### src/rtl/clint_cmp_sched_pkg.sv
// Shared constants and helpers for the CLINT compare scheduler.
package clint_cmp_sched_pkg;

  localparam logic [63:0] CLINT_MTIMECMP_RST = 64'hFFFF_FFFF_FFFF_FFFF;
  localparam int unsigned CLINT_TIME_WIDTH   = 64;
  localparam int unsigned CLINT_DATA_WIDTH   = 32;

  typedef enum logic {
    HALF_LO = 1'b0,
    HALF_HI = 1'b1
  } half_e;

  // Hart index width; a single hart still gets a 1-bit index.
  function automatic int unsigned hart_w(input int unsigned n);
    return (n > 1) ? $clog2(n) : 1;
  endfunction

endpackage

### src/rtl/clint_rr_ptr.sv
// Wrapping round-robin scan pointer with an optional load (priority jump) port.
module clint_rr_ptr #(
  parameter int unsigned N = 4,
  parameter int unsigned W = 2
) (
  input  logic         clk_i,
  input  logic         rst_n_i,
  input  logic         load_en_i,
  input  logic [W-1:0] load_val_i,
  output logic [W-1:0] ptr_o
);

  localparam logic [W-1:0] LAST = W'(N - 1);

  logic [W-1:0] ptr_q;

  always_ff @(posedge clk_i or negedge rst_n_i) begin
    if (!rst_n_i) begin
      ptr_q <= '0;
    end else if (N == 1) begin
      ptr_q <= '0;
    end else if (load_en_i) begin
      ptr_q <= load_val_i;
    end else if (ptr_q == LAST) begin
      ptr_q <= '0;
    end else begin
      ptr_q <= ptr_q + W'(1);
    end
  end

  assign ptr_o = ptr_q;

endmodule

### src/rtl/clint_cmp_sched.sv
// Per-hart mtimecmp storage with one shared 64-bit comparator scanned round-robin.
// Define CLINT_SCHED_PRIO_EN to make the scan jump to a hart right after it is written.
module clint_cmp_sched
  import clint_cmp_sched_pkg::*;
#(
  parameter int unsigned HART_NUM = 4,
  parameter int unsigned HART_W   = hart_w(HART_NUM)
) (
  input  logic                  clk_i,
  input  logic                  rst_n_i,
  input  logic [63:0]           mtime_i,
  input  logic                  cmp_wr_en_i,
  input  logic [HART_W-1:0]     cmp_wr_hart_i,
  input  logic                  cmp_wr_hi_i,
  input  logic [31:0]           cmp_wr_dat_i,
  input  logic [HART_W-1:0]     cmp_rd_hart_i,
  input  logic                  cmp_rd_hi_i,
  output logic [31:0]           cmp_rd_dat_o,
  output logic [HART_NUM-1:0]   mtip_o,
  output logic [HART_W-1:0]     scan_ptr_o
);

  logic [63:0]         cmp_q [HART_NUM];
  logic                wr_acc;
  logic [HART_W-1:0]   ptr;
  logic                ptr_ld;
  logic [63:0]         s0_cmp;
  logic                s0_kill;
  logic                s1_vld;
  logic [HART_W-1:0]   s1_hart;
  logic [63:0]         s1_cmp;
  logic                s1_kill;
  logic                hit;
  logic [63:0]         rd_cmp;
  logic [HART_NUM-1:0] mtip_q;

  assign wr_acc  = cmp_wr_en_i && (32'(cmp_wr_hart_i) < HART_NUM);
  assign s0_kill = wr_acc && (cmp_wr_hart_i == ptr);
  assign s1_kill = wr_acc && (cmp_wr_hart_i == s1_hart);
  assign hit     = (mtime_i >= s1_cmp);

`ifdef CLINT_SCHED_PRIO_EN
  assign ptr_ld = wr_acc;
`else
  assign ptr_ld = 1'b0;
`endif

  clint_rr_ptr #(
    .N(HART_NUM),
    .W(HART_W)
  ) u_rr_ptr (
    .clk_i      (clk_i),
    .rst_n_i    (rst_n_i),
    .load_en_i  (ptr_ld),
    .load_val_i (cmp_wr_hart_i),
    .ptr_o      (ptr)
  );

  // Muxes are written as loops so non-power-of-two HART_NUM never indexes past the array.
  always_comb begin
    s0_cmp = CLINT_MTIMECMP_RST;
    rd_cmp = CLINT_MTIMECMP_RST;
    for (int unsigned i = 0; i < HART_NUM; i++) begin
      if (32'(ptr) == i)           s0_cmp = cmp_q[i];
      if (32'(cmp_rd_hart_i) == i) rd_cmp = cmp_q[i];
    end
  end

  assign cmp_rd_dat_o = (half_e'(cmp_rd_hi_i) == HALF_HI) ? rd_cmp[63:32] : rd_cmp[31:0];

  always_ff @(posedge clk_i or negedge rst_n_i) begin
    if (!rst_n_i) begin
      for (int unsigned i = 0; i < HART_NUM; i++) cmp_q[i] <= CLINT_MTIMECMP_RST;
    end else begin
      for (int unsigned i = 0; i < HART_NUM; i++) begin
        if (wr_acc && (32'(cmp_wr_hart_i) == i)) begin
          if (half_e'(cmp_wr_hi_i) == HALF_HI) cmp_q[i][63:32] <= cmp_wr_dat_i;
          else                                 cmp_q[i][31:0]  <= cmp_wr_dat_i;
        end
      end
    end
  end

  // A write squashes the hart's in-flight entry and clears its pending level on the same edge.
  always_ff @(posedge clk_i or negedge rst_n_i) begin
    if (!rst_n_i) begin
      s1_vld  <= 1'b0;
      s1_hart <= '0;
      s1_cmp  <= CLINT_MTIMECMP_RST;
      mtip_q  <= '0;
    end else begin
      s1_vld  <= !s0_kill;
      s1_hart <= ptr;
      s1_cmp  <= s0_cmp;
      for (int unsigned i = 0; i < HART_NUM; i++) begin
        if (s1_vld && !s1_kill && (32'(s1_hart) == i)) mtip_q[i] <= hit;
        if (wr_acc && (32'(cmp_wr_hart_i) == i))       mtip_q[i] <= 1'b0;
      end
    end
  end

  assign mtip_o     = mtip_q;
  assign scan_ptr_o = ptr;

endmodule

### config.mk
export PLATFORM = sky130hd
export DESIGN_NAME = clint_cmp_sched
export DESIGN_NICKNAME = d
export VERILOG_FILES = /design/src/rtl/clint_cmp_sched_pkg.sv /design/src/rtl/clint_rr_ptr.sv /design/src/rtl/clint_cmp_sched.sv
export SDC_FILE = /design/constraint.sdc
export NUM_CORES = 1
export LEC_CHECK = 0
export CORE_MARGIN = 10
export CORE_UTILIZATION = 30
export CTS_CLUSTER_SIZE = 8
export DETAILED_ROUTE_END_ITERATION = 10
export GPL_TIMING_DRIVEN = 0
export PLACE_DENSITY = 0.56
export SKIP_LAST_GASP = 1
export SLEW_MARGIN = 20
export SYNTH_ARGS = -nofsm -noshare
export SYNTH_HDL_FRONTEND = slang
export SYNTH_SLANG_ARGS = --single-unit
### constraint.sdc
create_clock -name clk_i -period 3.65 [get_ports clk_i]
set_clock_uncertainty 0.05 [all_clocks]
set_input_delay 0.5475 -clock clk_i [delete_from_list [all_inputs] [get_ports clk_i]]
set_output_delay 0.5475 -clock clk_i [all_outputs]
set_load 0.005 [all_outputs]
==> metrics.csv, run 1 <==
metric;value;unit
outcome;complete, no violations;
final setup fails;0;
Hold Vio Cnt, Final;0;
Mapped Area;17300;µm²
GRT Overall Usage;15.3;%
hold path start;cmp_wr_hart_i[1];
Post-synth top flop;dfstp_2;
number of global-route vias before repair;12200;
Rel. slew slack;24.3;%
GPL Wtd Cong;0.776;
total CTS buffers;47;
largest net degree at the start of global routing;100;
Clk pin slew, worst setup/hold paths;50;ps
Syn Inst Count;1291;
hpwl dp;36500;µm
number of enable flip-flop cells after synthesis;0;
top post-synthesis cells by area;dfstp_2 49%, mux2_2 21%, mux4_2 8.3%, ha_1 4.9%, o22ai_1 2.3%;
Max Transition Viols Final;0;
Seq/Total Area, Yosys;49.9;%
max incr delay on CP;630;ps
worst-path maximum fanout;10;
Core Area;56700;µm²
Synth cell types;46;
met1 usage;20.2;%
Post-Layout Cell Count;2249;
Root Driver;clkbuf_16;
I/O Pins;143;
met3 GRT Util;3.82;%
most used routing layer;met2;
Mapped Avg Cell Area;13.4;µm²
PwrDens;576;nW/µm²
fmax;278;MHz
switching pwr;3230;µW
Die Footprint;67700;µm²
latest clock arrival within the worst-skew pair;600;ps
Final ANT Viol Nets;0;
Cells after DPL;2187;
Worst Tran Pin Value;1130;ps
Sink Count;329;
vias;11500;
Final Critical Period;3590;ps
CP most frequent cell;clkbuf_1;
grt ovf;0;
required time worst endpoint;3050;ps
final wirelength;52200;µm
Crit Path Category;primary input to output port;
slack of the worst reg-to-reg path;250;ps
DRC;0;
nets@finish;1654;
slowest CP cell;clkbuf_1;
antenna violations before repair;7;
static leakage;0.00804;µW
Iteration-0 DRC Markers;768;
r2r endpoint;mtip_o[3];
CTS tree;built;
Worst R2R Start;s1_cmp[17];
clock tree buffer depth;3;
P&R area growth vs syn;21.4;%
synth warn;0;
Power Internal;8890;µW
Die W;260;µm
hold depth;3;
post-CTS setup buffers;0;
GR Util met2;24.6;%
Clk pwr share;32.4;%
Initial Utilization;30.5;%
startpoint type of the worst setup path;primary input;
Die Height;260;µm
post-DR vias/cell;5.11;
Async SR Flop Fraction;100;%
RSZ-0062 raised after global routing;no;
post-synth top area share;48.6;%
switching part of the total;26.6;%
Yosys top cell by area;dfstp_2;
Combinational Power Share;21.8;%
share of power burned in registers;45.7;%
H-Tree Depth;2;
Seq cells post-synth;329;
worst-path cell chain;clkbuf_1 > clkbuf_1 > mux4_2 > mux2_2 > clkdlybuf4s50_1;
fin crit share;98.5;%
Peak supply drop;340;µV
max-cap violations;0;
setup TNS;0;ps
CP Capture Type;output port;
TritonRoute pass-1 iters;6;
Syn Nets;1464;
Hold WS;209;ps
Routed wire per std cell;23.2;µm
ratio of cells with drive above 1 in the final layout;54.1;%
CP Data Arrival Time;3000;ps
reg2reg path depth;8;
Std-Cell Rows;87;
Hold Path Class;primary input to flop;
IO buf count;137;
first-pass GRT wire length;78500;µm
Hold Path End;s1_vld;
[power by group through the flow]
stage	clock network (µW)	registers [µW]	logic, µW
5_1_grt	4190	5660	2920
3_3_place_gp	0	5540	2600
3_5_place_dp	0	5570	2670
4_1_cts	4030	5530	2690
2_1_floorplan	0	5390	1730
6_report	3930	5540	2640
[state kept, by name, summed over array words and instances (netlist names)]
| signal | cells |
|---|---|
| cmp_q | 256 |
| s1_cmp | 64 |
| mtip_o | 4 |
| s1_hart | 2 |
| u_rr_ptr.ptr_o | 2 |
| s1_vld | 1 |
[area by class of cell]
cell class	instances	area, µm²
Antenna cell	2	5.00
Buffer	80	363
Clock buffer	55	1220
Clock inverter	4	57.6
Fill cell	5426	35700
Inverter	71	267
Multi-Input combinational cell	811	8060
Sequential cell	329	8630
Tap cell	756	946
Timing Repair Buffer	141	1470
[cells in the final DEF, fill, tap and decap left out, types with 9 or more instances in the layout]
| cell | instances |
|---|---|
| dfstp_2 | 320 |
| mux2_2 | 318 |
| clkdlybuf4s50_1 | 136 |
| nand2_1 | 81 |
| o21ai_0 | 77 |
| inv_1 | 69 |
| ha_1 | 68 |
| mux4_2 | 64 |
| o22ai_1 | 63 |
| clkbuf_1 | 49 |
| clkbuf_16 | 47 |
| mux2_1 | 33 |
| a21oi_1 | 24 |
| buf_2 | 23 |
| nor2_1 | 13 |
| dfrtp_1 | 9 |
[worst max path at each step]
| stage | start | to | slack [ps] |
|---|---|---|---|
| floorplan | cmp_rd_hart_i[0] | cmp_rd_dat_o[0] | 1200 |
| global placement | rst_n_i | mtip_o[0] | -12110 |
| global route | cmp_rd_hart_i[1] | cmp_rd_dat_o[21] | 20 |
| CTS | cmp_rd_hart_i[1] | cmp_rd_dat_o[12] | 60 |
| detailed placement | mtime_i[17] | mtip_o[3] | -170 |
| finish | cmp_rd_hart_i[1] | cmp_rd_dat_o[21] | 60 |
[kinds of logic (layout without fill, tap and decap cells)]
kind of cell    after synthesis  count (layout)  synth area share (%)
flops                       329             329                  49.9
simple gates                137             137                  3.99
xor+xnor                      4               4                 0.202
mux                         415             415                  31.2
buf+inv                     151             351                  3.62
other cells                   0               2                     0
fa+ha+maj                    68              68                  4.92
compound gates              187             187                  6.22
[synthesized netlist by cell type, types with 7 or more instances]
| library cell | n |
|---|---|
| dfstp_2 | 320 |
| mux2_2 | 318 |
| nand2_1 | 81 |
| o21ai_0 | 77 |
| inv_1 | 69 |
| ha_1 | 68 |
| mux4_2 | 64 |
| o22ai_1 | 63 |
| clkbuf_1 | 45 |
| mux2_1 | 33 |
| a21oi_1 | 24 |
| buf_2 | 23 |
| nor2_1 | 13 |
| dfrtp_1 | 9 |
| buf_4 | 8 |
| nand4_1 | 8 |
| nand3_1 | 7 |
[through the flow]
step                utilization [%]  power (µW)  worst slack, ps  cell area (µm²)
CTS                            37.0       12300             59.6            21000
global placement               34.6        8140           -12110            19600
finish                         37.1       12100             55.8            21000
global route                   37.0       12800             23.9            21000
detailed placement             34.8        8250             -166            19700
floorplan                         -        7120             1200            17300
[critical path, delay by kind of cell]
family	cells	cell delay [ps]
buffers and inverters	3	1670
multiplexers	2	760
[metal layers]
metal  wire length (µm)  share of wire, %
met4               1120               2.2
met2              24600                47
met3               3230               6.2
met5                 73              0.14
met1              23100                44
[repair_timing]
| item | CTS | global route |
|---|---|---|
| hold buffers | 1 | 0 |
| resized for setup | 1 | 4 |
| endpoints found under the setup margin | 1 | 5 |
| hold endpoints to repair | 1 | 0 |
Note: power is estimated with default switching activity, not from simulation.
==> run 2, diff against run 1 <==
--- a/config.mk
+++ b/config.mk
@@ -10,6 +10,7 @@
 export CTS_CLUSTER_SIZE = 8
 export DETAILED_ROUTE_END_ITERATION = 10
 export GPL_TIMING_DRIVEN = 0
+export HOLD_SLACK_MARGIN = 0.08
 export PLACE_DENSITY = 0.56
 export SKIP_LAST_GASP = 1
 export SLEW_MARGIN = 20
==> results of run 2 <==
No change in the layout: final DEF, timing and power equal those of run 1.
==> run 3, diff against run 2 <==
--- a/config.mk
+++ b/config.mk
@@ -16,4 +16,5 @@
 export SLEW_MARGIN = 20
 export SYNTH_ARGS = -nofsm -noshare
 export SYNTH_HDL_FRONTEND = slang
+export SYNTH_HIERARCHICAL = 1
 export SYNTH_SLANG_ARGS = --single-unit
==> run 3 against run 2 <==
Flip-flop and latch count did not move. Clock power fell by 1%. Synthesized area fell by 2.0%. Non-clock buffer count fell by 18. Synthesized cell count fell by 17%. Final cell count fell by 9.7%. Largest cell class unchanged. Largest power group unchanged.
==> metrics.csv, run 3 <==
metric;value;unit;change
outcome;complete, no violations;;unchanged
commonest cells after routing, fill and taps aside;320 x dfstp_2, 211 x mux2_2, 138 x clkdlybuf4s50_1;;was 320 x dfstp_2, 318 x mux2_2, 136 x clkdlybuf4s50_1
Clk pin slew, worst setup/hold paths;50;ps;about the same
largest net degree at the start of global routing;97;;was 100
required time worst endpoint;3050;ps;about the same
final setup fails;0;;unchanged
startpoint type of the worst setup path;primary input;;unchanged
CTS tree;built;;unchanged
fin crit share;97.2;%;was 98.5%
switching part of the total;27.3;%;was 26.6%
Yosys top cell by area;dfstp_2;;unchanged
top cells by count, synth;320 x dfstp_2, 211 x mux2_2, 128 x mux4_2;;was 320 x dfstp_2, 318 x mux2_2, 81 x nand2_1
Rel. slew slack;36.6;%;was 24.3%
Post-CTS Hold Buffers;0;;was 1
clock tree buffer depth;3;;unchanged
Crit Path Category;primary input to output port;;unchanged
fmax;282;MHz;was 278 MHz
most common cell in the netlist;dfstp_2;;unchanged
grt ovf;0;;unchanged
antenna violations before repair;1;;was 7
share of power burned in registers;44.6;%;was 45.7%
Biggest register;cmp_q;;unchanged
TritonRoute pass-1 iters;4;;was 6
Sink Count;329;;unchanged
max-cap violations;0;;unchanged
Final WS setup;101;ps;was 55.8 ps
switching pwr;3550;µW;was 3230 µW
Syn Inst Count;1073;;was 1291
Worst R2R Start;s1_cmp[47];;was s1_cmp[17]
post-synth top area share;49.6;%;was 48.6%
DRC;0;;unchanged
Synth cell types;46;;unchanged
top post-synthesis cells by area;dfstp_2 50%, mux4_2 17%, mux2_2 14%, mux2_1 5.1%, ha_1 4.8%;;was dfstp_2 49%, mux2_2 21%, mux4_2 8.3%, ha_1 4.9%, o22ai_1 2.3%
Root Driver;clkbuf_16;;unchanged
CP Capture Type;output port;;unchanged
static leakage;0.00795;µW;was 0.00804 µW
Combinational Power Share;25.6;%;was 21.8%
Clk pwr share;29.8;%;was 32.4%
P&R area growth vs syn;21.8;%;was 21.4%
I/O Pins;143;;unchanged
post-CTS setup buffers;0;;unchanged
Max Transition Viols Final;0;;unchanged
Setup WS pre-CTS;-25.3;ps;was -166 ps
Power Internal;9470;µW;was 8890 µW
PwrDens;630;nW/µm²;was 576 nW/µm²
Final ANT Viol Nets;0;;unchanged
nets@finish;1436;;was 1654
synth warn;6;;was 0
latest clock arrival within the worst-skew pair;570;ps;was 600 ps
Initial Utilization;30.2;%;was 30.5%
Die W;258;µm;was 260 µm
H-Tree Depth;2;;unchanged
GPL Wtd Cong;0.762;;was 0.776
total CTS buffers;47;;unchanged
Fill cells;5381;;was 5426
Routed wire per std cell;22.9;µm;was 23.2 µm
Std-Cell Rows;87;;unchanged
final wirelength;46500;µm;was 52200 µm
CP Data Arrival Time;2950;ps;was 3000 ps
post-route core utilization;36.8;%;was 37.1%
Mapped Area;17000;µm²;was 17300 µm²
Final Critical Period;3550;ps;was 3590 ps
Core Area;56200;µm²;was 56700 µm²
GRT Overall Usage;14.1;%;was 15.3%
number of enable flip-flop cells after synthesis;0;;unchanged
Mapped Avg Cell Area;15.8;µm²;was 13.4 µm²
Hold Vio Cnt, Final;0;;unchanged
Hold Path Class;primary input to async pin;;was primary input to flop
Die Footprint;66400;µm²;was 67700 µm²
RSZ-0062 raised after global routing;no;;unchanged
most common cell after layout, fill and taps aside;dfstp_2;;unchanged
Async SR Flop Fraction;100;%;unchanged
Iteration-0 DRC Markers;579;;was 768
number of global-route vias before repair;11000;;was 12.2k
Die Height;258;µm;was 260 µm
ratio of cells with drive above 1 in the final layout;60.2;%;was 54.1%
Worst Tran Pin Value;952;ps;was 1130 ps
worst-path maximum fanout;10;;unchanged
CP Launch Point;cmp_rd_hart_i[1];;unchanged
post-DR vias/cell;4.88;;was 5.11
fin area;20700;µm²;was 21000 µm²
Post-synth top flop;dfstp_2;;unchanged
cts repair resizes;1;;unchanged
max FFs per register;256;;unchanged
vias;9900;;was 11.5k
Post-DP Area;19400;µm²;was 19700 µm²
first-pass GRT wire length;71000;µm;was 78500 µm
hpwl dp;32800;µm;was 36500 µm
IO buf count;139;;was 137
Seq cells post-synth;329;;unchanged
Seq/Total Area, Yosys;50.9;%;was 49.9%
Peak supply drop;332;µV;was 340 µV
-- run 3: changes by cell type after synthesis, moves of 25 or more --
cell / change
nand2_1: -65
clkbuf_1: -25
mux2_2: -107
mux4_2: +64
o22ai_1: -63
mux2_1: +44
o21ai_0: -65
-- run 3: worst paths after layout --
path,end,cells after the start,slack (ps)
max,cmp_rd_dat_o[15],5,100
min,cmp_q[169],1,310
max reg2reg,mtip_o[0],8,660
min in group clk_i,s1_hart[0],0,450
max in group asynchronous,cmp_q[119],3,2260
min reg2reg,s1_hart[0],0,450
-- run 3: logic make-up (layout without fill, tap and decap cells) --
logic type	Yosys count	count (layout)	share of synthesized area, %
multiplexers	417	417	36.2
flip-flops	329	329	50.9
buffers and inverters	128	326	3.22
AND/OR/NAND/NOR	71	71	2.55
adder cells (fa/ha/maj)	65	65	4.80
AO/OA/AOI/OAI	58	58	2.09
XOR/XNOR	4	4	0.207
other	1	4	0.0221
-- run 3: power groups by stage --
stage | clock network (µW) | registers, µW | logic (µW)
global route | 4160 | 5950 | 3670
detailed placement | 0 | 5850 | 3380
finish | 3880 | 5800 | 3330
global placement | 0 | 5820 | 3300
floorplan | 0 | 5630 | 2240
CTS | 4000 | 5810 | 3400
-- run 3: per-layer routing --
metal	part of all wire [%]	vias up	global-route usage, %	wire (µm)
li1	-	4424	-	-
met1	45	5201	18.6	21000
met2	48	215	23.2	22200
met3	5.5	58	3.20	2540
met4	1.7	2	3.32	794
met5	0.043	-	0	20
-- run 3: metrics by stage --
step | total power (µW) | std cells | TNS (ps) | hold slack [ps]
finish | 13000 | 2030 | 0 | 311
global route | 13800 | 2029 | 0 | 390
CTS | 13200 | 2029 | 0 | 337
detailed placement | 9230 | 1973 | -93.2 | 434
global placement | 9110 | 1970 | -2598710 | 435
floorplan | 7870 | 1075 | 0 | 202
-- run 3: final cells by class --
| type | instances | area [µm²] | share of cell area [%] |
|---|---|---|---|
| repair buffers | 142 | 1480 | 7.16 |
| flip-flops and latches | 329 | 8630 | 41.8 |
| clock inverters | 3 | 32.5 | 0.158 |
| diodes | 1 | 2.50 | 0.0121 |
| inverters | 67 | 251 | 1.22 |
| well taps | 756 | 946 | 4.58 |
| multi-input cells | 618 | 7790 | 37.7 |
| plain buffers | 61 | 299 | 1.45 |
| clock buffers | 53 | 1220 | 5.91 |
-- run 3: worst max-delay path: stages --
cell             delay, ps
clkbuf_1               500
clkbuf_1               690
mux4_2                 410
mux2_2                 320
clkdlybuf4s50_1        470
